`src/rtl/quadrature_decoder.sv`:
```
// ---------------------------------------------------------------------------
// quadrature_decoder
//
// Turns an incremental-encoder channel pair (InA/InB) into step strobes with
// a direction bit, and keeps a saturating position count. This is the block
// between the encoder pins and the control logic. The input path is
// synchronise -> glitch filter -> 4x decode. Illegal two-bit jumps set a
// sticky error flag.
//
// Ports
//   Clk              system clock, rising edge
//   Reset            asynchronous, active-high reset
//   ClkEnable        sample enable for filter, settle counter and decoder
//   Clear            synchronous clear of Position and flags
//   InA, InB         encoder channels, asynchronous to Clk
//   Position         saturating position count
//   StepStrobe       one-cycle pulse per accepted quadrature edge
//   Direction        1 = up (A leads B), 0 = down; last step's direction
//   LimitReachedFlag last step was refused at MIN_VALUE / MAX_VALUE
//   ErrorFlag        sticky, set on an illegal two-bit transition
//
// Settle/arm FSM
//   state    | meaning
//   ---------+------------------------------------------------------------
//   S_SETTLE | after reset: last-state tracks filtered input, no decoding
//   S_ARMED  | decoding steps and errors from filtered input
// ---------------------------------------------------------------------------
module quadrature_decoder #(
    parameter int POSITION_BIT_WIDTH = 8,
    parameter int MAX_VALUE          = 2**POSITION_BIT_WIDTH-1,
    parameter int MIN_VALUE          = 0,
    parameter int FILTER_LENGTH      = 3
) (
    input  logic                          Clk,
    input  logic                          Reset,
    input  logic                          ClkEnable,
    input  logic                          Clear,
    input  logic                          InA,
    input  logic                          InB,
    output logic [POSITION_BIT_WIDTH-1:0] Position,
    output logic                          StepStrobe,
    output logic                          Direction,
    output logic                          LimitReachedFlag,
    output logic                          ErrorFlag
);

    localparam int FCW        = $clog2(FILTER_LENGTH+1);
    localparam int SETTLE_LEN = FILTER_LENGTH + 2;
    localparam int SCW        = $clog2(SETTLE_LEN);

    localparam logic [FCW-1:0] FILT_TC    = FCW'(FILTER_LENGTH);
    localparam logic [FCW-1:0] FILT_ONE   = FCW'(1);
    localparam logic [SCW-1:0] SETTLE_TOP = SCW'(SETTLE_LEN-1);
    localparam logic [SCW-1:0] SETTLE_ONE = SCW'(1);
    localparam logic [POSITION_BIT_WIDTH-1:0] MAX_POS = POSITION_BIT_WIDTH'(MAX_VALUE);
    localparam logic [POSITION_BIT_WIDTH-1:0] MIN_POS = POSITION_BIT_WIDTH'(MIN_VALUE);
    localparam logic [POSITION_BIT_WIDTH-1:0] POS_ONE = POSITION_BIT_WIDTH'(1);

    typedef enum logic {
        S_SETTLE = 1'b0,
        S_ARMED  = 1'b1
    } state_t;

    // Bit 1 = channel A, bit 0 = channel B throughout.
    logic [1:0]          sync_a;
    logic [1:0]          sync_b;
    logic [1:0]          sync_out;
    logic [1:0]          filtered;
    logic [1:0]          filtered_nxt;
    logic [1:0][FCW-1:0] filt_cnt;
    logic [1:0][FCW-1:0] filt_cnt_nxt;
    logic [1:0]          last_q;

    state_t              state_q;
    state_t              state_d;
    logic [SCW-1:0]      settle_cnt;
    logic                armed;

    logic [1:0]          diff;
    logic                is_step;
    logic                is_err;
    logic                step_up;

    // ------------------------------------------------------------------
    // Two-flop synchronisers. They run on every clock, independent of
    // ClkEnable, so metastability settling never depends on the enable.
    // ------------------------------------------------------------------
    always_ff @(posedge Clk or posedge Reset) begin
        if (Reset) begin
            sync_a <= 2'b00;
            sync_b <= 2'b00;
        end else begin
            sync_a <= {sync_a[0], InA};
            sync_b <= {sync_b[0], InB};
        end
    end

    assign sync_out = {sync_a[1], sync_b[1]};

    // ------------------------------------------------------------------
    // Glitch filter. A channel must show a new level for FILTER_LENGTH
    // consecutive enabled samples before the filtered level follows it.
    // ------------------------------------------------------------------
    always_comb begin
        filtered_nxt = filtered;
        filt_cnt_nxt = filt_cnt;
        for (int i = 0; i < 2; i++) begin
            if (ClkEnable) begin
                if (sync_out[i] == filtered[i]) begin
                    filt_cnt_nxt[i] = '0;
                end else if (filt_cnt[i] + FILT_ONE == FILT_TC) begin
                    filtered_nxt[i] = sync_out[i];
                    filt_cnt_nxt[i] = '0;
                end else begin
                    filt_cnt_nxt[i] = filt_cnt[i] + FILT_ONE;
                end
            end
        end
    end

    always_ff @(posedge Clk or posedge Reset) begin
        if (Reset) begin
            filtered <= 2'b00;
            filt_cnt <= '0;
        end else begin
            filtered <= filtered_nxt;
            filt_cnt <= filt_cnt_nxt;
        end
    end

    // ------------------------------------------------------------------
    // Settle/arm FSM: state register, next-state logic, output logic.
    // ------------------------------------------------------------------
    always_ff @(posedge Clk or posedge Reset) begin
        if (Reset) begin
            state_q <= S_SETTLE;
        end else begin
            state_q <= state_d;
        end
    end

    always_comb begin
        state_d = state_q;
        case (state_q)
            S_SETTLE: if (ClkEnable && settle_cnt == '0) state_d = S_ARMED;
            S_ARMED:  state_d = S_ARMED;
            default:  state_d = S_SETTLE;
        endcase
    end

    always_comb begin
        armed = (state_q == S_ARMED);
    end

    // Settle timer counts down one per enabled edge; terminal count 0
    // falls on the SETTLE_LEN-th enabled edge after reset release.
    always_ff @(posedge Clk or posedge Reset) begin
        if (Reset) begin
            settle_cnt <= SETTLE_TOP;
        end else if (state_q == S_SETTLE && ClkEnable && settle_cnt != '0) begin
            settle_cnt <= settle_cnt - SETTLE_ONE;
        end
    end

    // ------------------------------------------------------------------
    // Transition classification of {A,B}. Up order: 00->10->11->01->00.
    // ------------------------------------------------------------------
    assign diff = filtered ^ last_q;

    always_comb begin
        step_up = 1'b0;
        case ({last_q, filtered})
            4'b00_10, 4'b10_11, 4'b11_01, 4'b01_00: step_up = 1'b1;
            default:                                step_up = 1'b0;
        endcase
    end

    assign is_step = armed && ClkEnable && (diff == 2'b01 || diff == 2'b10);
    assign is_err  = armed && ClkEnable && (diff == 2'b11);

    // ------------------------------------------------------------------
    // Last-state, strobe, direction, flags and position.
    // Outside of armed decoding, last-state loads filtered_nxt, not
    // filtered, so a filter update landing on the same edge (power-up
    // with inputs high, or Clear) cannot show up as a step or error on
    // the next cycle.
    // ------------------------------------------------------------------
    always_ff @(posedge Clk or posedge Reset) begin
        if (Reset) begin
            last_q           <= 2'b00;
            Position         <= MIN_POS;
            StepStrobe       <= 1'b0;
            Direction        <= 1'b0;
            LimitReachedFlag <= 1'b0;
            ErrorFlag        <= 1'b0;
        end else if (Clear) begin
            last_q           <= filtered_nxt;
            Position         <= MIN_POS;
            StepStrobe       <= 1'b0;
            LimitReachedFlag <= 1'b0;
            ErrorFlag        <= 1'b0;
        end else begin
            StepStrobe <= is_step;

            if (ClkEnable) begin
                if (armed) begin
                    last_q <= filtered;
                end else begin
                    last_q <= filtered_nxt;
                end
            end

            if (is_err) begin
                ErrorFlag <= 1'b1;
            end

            if (is_step) begin
                Direction <= step_up;
                if (step_up) begin
                    if (Position < MAX_POS) begin
                        Position         <= Position + POS_ONE;
                        LimitReachedFlag <= 1'b0;
                    end else begin
                        LimitReachedFlag <= 1'b1;
                    end
                end else begin
                    if (Position > MIN_POS) begin
                        Position         <= Position - POS_ONE;
                        LimitReachedFlag <= 1'b0;
                    end else begin
                        LimitReachedFlag <= 1'b1;
                    end
                end
            end
        end
    end

endmodule

```
`config.mk`:
```
export PLATFORM = sky130hd
export DESIGN_NAME = quadrature_decoder
export DESIGN_NICKNAME = d
export VERILOG_FILES = /design/src/rtl/quadrature_decoder.sv
export SDC_FILE = /design/constraint.sdc
export NUM_CORES = 1
export LEC_CHECK = 0
export BUFFER_PORTS_ARGS = -buffer_cell sky130_fd_sc_hd__buf_2
export CAP_MARGIN = 20
export CORE_ASPECT_RATIO = 0.6
export CORE_MARGIN = 3
export CORE_UTILIZATION = 50
export DETAILED_ROUTE_END_ITERATION = 16
export GPL_ROUTABILITY_DRIVEN = 0
export HOLD_SLACK_MARGIN = 0.15
export MAX_ROUTING_LAYER = met4
export PLACE_DENSITY = 0.7
export SYNTH_ARGS = -nofsm -noshare
export SYNTH_HDL_FRONTEND = slang
export SYNTH_SLANG_ARGS = --single-unit
```
`constraint.sdc`:
```
create_clock -name Clk -period 3.02 [get_ports Clk]
set_input_delay 0.453 -clock Clk [delete_from_list [all_inputs] [get_ports Clk]]
set_output_delay 0.453 -clock Clk [all_outputs]
set_load 0.005 [all_outputs]
```
**Word level (Yosys, flattened, before mapping)**

Cells that the tools add are included.

- Flip-flop bits (word level): 28
- Output and inout port bits: 12

- Add/sub/neg operators: 5
- $lt $le $gt $ge: 2
- Eq/ne operators: 12
- Muxes and demuxes: 29
- Bitwise gates (word level): 3
- Reductions and logical operators: 16

Operators by type and width:

| cell | number |
|---|---|
| $mux 8 | 5 |
| $mux 1 | 16 |
| $mux 2 | 7 |
| $add 8x1->8 const B | 1 |
| $eq 2x2->1 const B | 4 |
| $eq 4x4->1 const B | 2 |
| $gt 8x1->1 const B | 1 |
| $lt 8x8->1 const B | 1 |
| $sub 8x1->8 const B | 1 |
| $logic_and 1x1->1 | 6 |
| $reduce_bool 2->1 | 3 |
| $reduce_bool 3->1 | 2 |
| $add 2x1->2 const B | 2 |
| $eq 4x2->1 const B | 1 |
| $eq 4x3->1 const B | 1 |
| $reduce_or 4->1 | 1 |
| $logic_not 3->1 | 1 |
| $ne 3x2->1 const B | 1 |
| $reduce_and 3->1 | 1 |
| $sub 3x1->3 const B | 1 |
| $eq 1x1->1 | 2 |
| $eq 2x1->1 const B | 1 |
| $not 1->1 | 2 |
| $pmux 1 s2 | 1 |
| 3 further kinds | 3 |

**Depth between registers and ports, before layout**

Gate-level depths: netlist of the first run.

- Word-level depth: 8
- Mapped depth: 9
- Mapped depth without buffers: 8

**Least setup slack after synthesis of the first run**

Ideal clock, no wire load.

- Path type: reg-to-reg
- Start point: register filtered[0]
- End point: register Position[7]
- Setup time: 0.125 ns
- Arrival time: 2.250 ns
- Data required time: 2.895 ns
- Path slack: 0.646 ns
- Stages on the path, launching flop included: 10
- Period minus slack after synthesis: 2.374 ns
- Cell sequence: dfrtp_1 xor2_1 or2_0 buf_2 ha_1 a21oi_1 a21oi_1 and3b_1 mux2i_1 mux2_2

- Word-level cells in the longest chain between the ends: 6

Ends and longest elaborated chain:

| element | RTL line | text |
|---|---|---|
| from (decl) | 68 | `logic [1:0] filtered;` |
| from (signal assigned) | 126 | `filtered <= filtered_nxt;` |
| $eq 4x2->1, or another cell as far along | 172 | `case ({last_q, filtered})` |
| $reduce_or 4->1, or another cell as far along | 172 |  |
| $mux 1 / $logic_or 1x1->1 (equally long branches) | 172, 178 |  |
| $mux 8 / $logic_and 1x1->1 (equally long branches) | 219, 178 |  |
| $mux 8 / $reduce_bool 2->1 (equally long branches) | -- |  |
| $mux 8 / $reduce_and 3->1 (equally long branches) | -- |  |
| to (signal assigned) | 221 | `Position <= Position + POS_ONE;` |
| to (signal assigned) | 228 | `Position <= Position - POS_ONE;` |
| to (decl) | 40 | `output logic [POSITION_BIT_WIDTH-1:0] Position,` |

Several ways; a longest one is shown, not always the timed one. The select of a mux whose other input is x is not followed.
A chain may end at the register's enable or synchronous reset.

**Final worst setup path of the first run**

- Start point: register filtered[1]
- End point: register Position[7]

The elaborated chain is that of the path after synthesis.

==> results of run 1 <==
## through the flow
step                      power (W)  hold WS [ns]  setup WS (ns)  cell area (um^2)
final                      0.002375        0.2016         0.3451              1752
after global routing       0.002575        0.2245         0.1725              1752
after CTS                  0.002370        0.2784         0.1839              1724
after detailed placement   0.002126        0.3387         0.2180              1669
after global placement     0.002045        0.3322         0.3861              1669
after floorplan            0.001783        0.3312         0.6457              1550
## worst max path at each step
stage                      startpoint     endpoint  slack [ns]  depth (start not counted)
final                     filtered[1]  Position[7]        0.35                          8
after CTS                 filtered[1]  Position[7]        0.18                          8
after global placement    filtered[0]  Position[7]        0.39                          8
after floorplan           filtered[0]  Position[7]        0.65                          9
after global routing      filtered[1]  Position[7]        0.17                          8
after detailed placement  filtered[1]  Position[7]        0.22                          8
## cells in the final DEF (no fill, tap or decap), drive strengths merged, types with 2 or more instances in the layout
master	Yosys	final
nor2	16	16
or2	2	2
clkbuf	4	4
nor3b	4	4
nor3	4	4
a21oi	7	7
a21o	4	4
nor2b	3	3
ha	9	9
o21ai	5	5
mux2	5	5
a211oi	4	4
xor2	5	5
xnor2	6	6
inv	8	8
o22ai	5	5
or4	2	2
nand3	6	6
nand2	3	3
dfrtp	27	27
a31oi	3	3
nand4	3	3
buf	2	20
mux2i	5	5
## report_power, final
part	switching, W	internal, W
logic	0.000792	0.000681
registers	0.000156	0.000520
clock network	0.000110	0.000117
## logic make-up after synthesis
kind of cell | after synthesis | share of synthesized area, %
AOI/OAI and AO/OA | 31 | 13.16
buffers and inverters | 14 | 3.954
DFF | 28 | 45.28
xor gates and xnor gates | 11 | 6.215
and+or+nand+nor | 47 | 15.98
muxes | 10 | 6.860
adders and majority gates | 10 | 8.555
## worst register-to-register path, stage by stage (launching register included)
cell and delay, ns:
dfrtp_1 0.47, xnor2_1 0.18, or2_1 0.38, ha_1 0.41
a21oi_1 0.21, a21oi_1 0.09, and3b_1 0.24, mux2i_1 0.24
mux2_2 0.35
## area by class of cell
class,instances,area (um^2)
inverters,8,30.03
well taps,40,50.05
multi-input cells,109,787.0
repair buffers,20,127.6
clock buffers,4,55.05
flip-flops and latches,28,701.9
fillers,217,963.4
## per-layer routing
metal | wire [um] | GRT usage (%)
met3 | 243 | 4.244
met1 | 1586 | 26.85
met2 | 1449 | 29.26
met4 | 10 | 2.071
met5 | 0 | -
## registers in the layout (all words and copies together) (netlist names)
register,count
Position,8
filt_cnt,4
settle_cnt,3
filtered,2
last_q,2
sync_a,2
sync_b,2
Direction,1
ErrorFlag,1
LimitReachedFlag,1
StepStrobe,1
armed,1
==> flow_summary.toml, run 1 <==
[status]
status = "completed"

[global_route]
first_global_vias = 1217
grt_max_degree = 29
grtUsageTotal_pct = 19.12
overflow = 0
grt_pass1_wl_mm = 5.747
antenna_found_initial = 0

[critical_path]
cpMostUsedCell = "a21oi_1"
critPathMaxStageDelay_ns = 0.47
arrival_ns = 2.85
critPathMaxFanout = 9
reg2reg_to = "Position[7]"
end_kind = "register"
worstPathCellList = "xnor2_1, or2_1, ha_1, a21oi_1, a21oi_1, and3b_1, mux2i_1, mux2_2"
cp_slowest_cell = "dfrtp_1"
critical_path_buf_inv_count = 0
cp.required_ns = 3.19
critical_path_class = "reg -> reg"
rrSetupSlack_ns = 0.35
rr_startpoint = "filtered[1]"
crit_family = "simple AND/OR/NAND/NOR gates"
rr_worst_depth = 8
start_kind = "register"

[min_path]
min_path_type = "in -> async"

[yosys]
synth.most_common_cell = "dfrtp_1"
synth_area_per_cell_um2 = 10.27
syn_inst = 151
synth_nets = 167
synth_flop_cell = "dfrtp_1"
yosysTopAreaCell = "dfrtp_1"
ys_ff_latch = 28
ys_seq_area_share_pct = 45.28
ys_types = 38
synth_area_leaders = "dfrtp_1 44%, ha_1 7.3%, mux2_2 3.6%"
yosys_warnings = 0
async_flop_share_pct = 100.0
synth_edf_count = 0
synth_area_um2 = 1550
yosys.area.top_type_share_pct = 43.58
synthTopCellsByCount = "27 x dfrtp_1, 15 x nor2_1, 9 x ha_1"

[run]
maxCapViolations = 0

[die]
core_um2 = 2715
num_rows = 14
ioPinCount = 18
die_x_um = 77.89
die-area_um2 = 3826
start_util_pct = 57.10
die_h_um = 49.13

[detailed_routing]
initialDrtViolationCount = 108
drc_errors = 0
via_per_inst = 5.732
wl_per_cell_um = 15.74
dr.pass1.iters = 4
drtAntennaViolNets = 0
route.vias.total = 1198
drt_wl_total_mm = 3.290

[cts]
cts_tree = "built"
cts_setup_buffers = 0
cts_buffer_depth = 2
cts_htree_levels = 1
clkTransAtPathRegs_ns = 0.09
cts-hold-fix-buffers = 0
clk_latency_ns = 0.28
clockRootBuffer = "clkbuf_8"
clock-sinks = 28
post_cts_resized = 0
cts_buffers = 3

[sta]
setup_viol = 0
slew_viol_final = 0
clock_skew_ns = 0.01004
fmax_mhz = 373.9
tns_ns = 0
rsz0062_at_grt = "no"
maxSlewHeadroom_pct = 65.38
worstMarginPinSlew_ns = 0.5187
hold_violations = 0
period_needed_ns = 2.675
period_share_pct = 88.57

[placed_design]
dp.cells = 204
hpwl_mm = 2.454
io_buffers = 17

[layout]
diodes = 0
area_delta_synth_final_pct = 12.99
layout-drive-gt1-share_pct = 20.12
instances_no_fill = 209
fin_nets = 186
fin_util_pct = 64.52

[power]
pwr_density_cell_nw_per_um2 = 1356
p_leak_nw = 0.8313
vdd_drop_max_uv = 584.8
Note: power is estimated with default switching activity, not from simulation.
==> run 2, diff against run 1 <==
- ABC_AREA: default -> 1
- GPL_TIMING_DRIVEN: default -> 0
==> run 2 against run 1 <==
  * Sequential power is 5.3% lower
  * Worst hold slack improved by 0.077 ns
  * Count of clock-buffer cells in the layout shrank 1
  * Highest routed layer is now met3
  * Non-clock buffer count is the same
  * Largest cell class unchanged
  * Largest power group unchanged
  * Sequential share of layout area down 2.9 points
  * Register-to-register slack improved by 0.63 ns
  * Fmax grew 30%
  * Global-route usage rose by 0.18 points
  * Worst setup slack improved by 0.63 ns
  * Die area rose by 5.6%
  * Synthesized area rose by 6.2%
==> flow_summary.toml, run 2 <==
[layout]
area_delta_synth_final_pct = 14.67
final_cell_mix = "49 x nand2_1, 27 x dfrtp_1, 27 x inv_1"
largest_reg_flops = 8
fin_nets = 239
layout-drive-gt1-share_pct = 17.12
layout_commonest_cell = "nand2_1"
reg_top3 = "Position: 8 flops, filt_cnt: 4 flops, settle_cnt: 3 flops"
diodes = 0
top_register = "Position"
fillCellCount = 267

[critical_path]
critPathMaxFanout = 10
rr_startpoint = "filtered[0]"
critPathLaunch = "filtered[0]"
start_kind = "register"
arrival_ns = 2.22
cp.required_ns = 3.19
critical_path_class = "reg -> reg"
end_kind = "register"

[power]
swShare_pct = 47.12
vdd_drop_max_uv = 611.0
combPwrFrac_pct = 57.4
p_leak_nw = 1.010
pwr_density_cell_nw_per_um2 = 1155
switchingPower_w = 0.001028
power_frac_seq_pct = 29.3
internal-power_w = 0.001154
clkPwrFrac_pct = 13.3

[yosys]
ys_seq_area_share_pct = 42.63
async_flop_share_pct = 100.0
synth_area_per_cell_um2 = 8.233
synthTopCellsByCount = "49 x nand2_1, 27 x dfrtp_1, 27 x inv_1"
synth_edf_count = 0
ys_types = 25
syn_inst = 200
yosys_warnings = 0
synth_nets = 216
synth_area_um2 = 1647
yosys.area.top_type_share_pct = 41.03
synth_flop_cell = "dfrtp_1"
ys_ff_latch = 28
yosysTopAreaCell = "dfrtp_1"
synth.most_common_cell = "nand2_1"
synth_area_leaders = "dfrtp_1 41%, nand2_1 11%, ha_1 6.8%"

[run]
maxCapViolations = 0

[min_path]
min_path_type = "in -> reg"
worstHoldStart = "InA"

[detailed_routing]
route.vias.total = 1360
dr.pass1.iters = 4
initialDrtViolationCount = 84
drc_errors = 0
drtAntennaViolNets = 0
drt_wl_total_mm = 3.440
wl_per_cell_um = 13.03
via_per_inst = 5.152

[global_route]
grt_max_degree = 29
antenna_found_initial = 0
grt_pass1_wl_mm = 5.878
grtUsageTotal_pct = 19.29
overflow = 0
first_global_vias = 1239

[die]
die_x_um = 80.09
start_util_pct = 54.83
die_h_um = 50.45
ioPinCount = 18
num_rows = 15
core_um2 = 3003
die-area_um2 = 4040

[sta]
worstMarginPinSlew_ns = 0.4119
whs_ns = 0.2784
period_share_pct = 67.88
rsz0062_at_grt = "no"
hold_violations = 0
fmax_mhz = 487.8
setup_viol = 0
slew_viol_final = 0
period_needed_ns = 2.050
clock_skew_ns = 0.003123
tns_ns = 0
maxSlewHeadroom_pct = 72.54

[cts]
clk_latency_ns = 0.27
clockRootBuffer = "clkbuf_8"
cts_htree_levels = 1
cts_tree = "built"
clkTransAtPathRegs_ns = 0.09
clock-sinks = 28
cts_setup_buffers = 0
cts_buffers = 3
cts_buffer_depth = 2

[placed_design]
hpwl_mm = 2.662
io_buffers = 16

[status]
status = "completed"
## run 2: changes by cell type after synthesis, sizes merged, moves of 4 or more
cell,change
inv,+20
a211oi,-4
nand3,+17
a21o,-4
nand4,+6
xnor2,-5
nor3b,-4
mux2i,-5
o22ai,-5
nand2,+52
o21ai,+7
mux2,-5
## run 2: through the flow
stage | area (um^2) | std cells | setup WS (ns) | power, W | utilization [%]
global route | 1888 | 264 | 0.8171 | 0.002398 | 62.88
CTS | 1851 | 262 | 0.9903 | 0.002170 | 61.63
floorplan | 1647 | 200 | 1.222 | 0.001557 | -
finish | 1888 | 264 | 0.9702 | 0.002181 | 62.88
detailed placement | 1779 | 258 | 0.9991 | 0.001868 | 59.25
global placement | 1779 | 258 | 1.056 | 0.001802 | 59.25
## run 2: what timing repair did
action	4_1_cts	5_1_grt
gates resized for setup	0	0
hold endpoints to repair	0	8
hold buffers	0	1
endpoints found under the setup margin	0	0
## run 2: path summary, 6_finish.rpt
kind                                 end  slack (ns)  depth (start not counted)
min in group asynchronous     StepStrobe        0.69                          3
hold / removal                 sync_a[0]        0.28                          1
hold reg to reg                sync_b[1]        0.36                          0
setup reg to reg             Position[6]        0.97                         10
setup / recovery             Position[6]        0.97                         10
max in group asynchronous  settle_cnt[2]        1.83                          4
## run 2: routing by layer
layer | track usage [%] | part of all wire (%) | vias up
met5 | - | 0 | -
li1 | - | - | 691
met3 | 3.943 | 3.8 | 0
met1 | 29.37 | 53 | 638
met2 | 27.20 | 43 | 31
met4 | 2.247 | 0 | 0
## run 2: layout make-up
class	instances	area (um^2)	share of cell area, %
Multi-Input combinational cell	142	830.8	44.00
Sequential cell	28	701.9	37.18
Timing Repair Buffer	18	117.6	6.229
Inverter	28	105.1	5.567
Tap cell	42	52.55	2.783
Clock buffer	3	41.29	2.187
Clock inverter	1	30.03	1.590
Buffer	2	8.758	0.4639
## run 2: kinds of logic (layout without fill, tap and decap cells)
kind of cell               after synthesis  after routing  synth area share, %
xor gates and xnor gates                 8              8                4.255
DFF                                     28             28                42.63
adders and majority gates               10             10                8.055
buffers and inverters                   30             52                6.914
and+or+nand+nor                        105            105                32.14
AOI/OAI and AO/OA                       19             19                6.003
## run 2: critical path: stages (launching register included)
cell	delay [ns]
dfrtp_1	0.46
inv_1	0.15
nand2_1	0.08
nand2_2	0.09
nand2_4	0.13
ha_1	0.37
or2_2	0.33
nand4_1	0.13
nand3b_1	0.10
nand3_2	0.08
nand2_1	0.04
## run 2: power by group through the flow
stage / clock network, W / logic, W / registers, W
after floorplan: 0 / 0.000939 / 0.000618
after global placement: 0 / 0.00117 / 0.000630
after detailed placement: 0 / 0.00123 / 0.000641
after CTS: 0.000300 / 0.00124 / 0.000634
after global routing: 0.000320 / 0.00142 / 0.000657
final: 0.000290 / 0.00125 / 0.000640
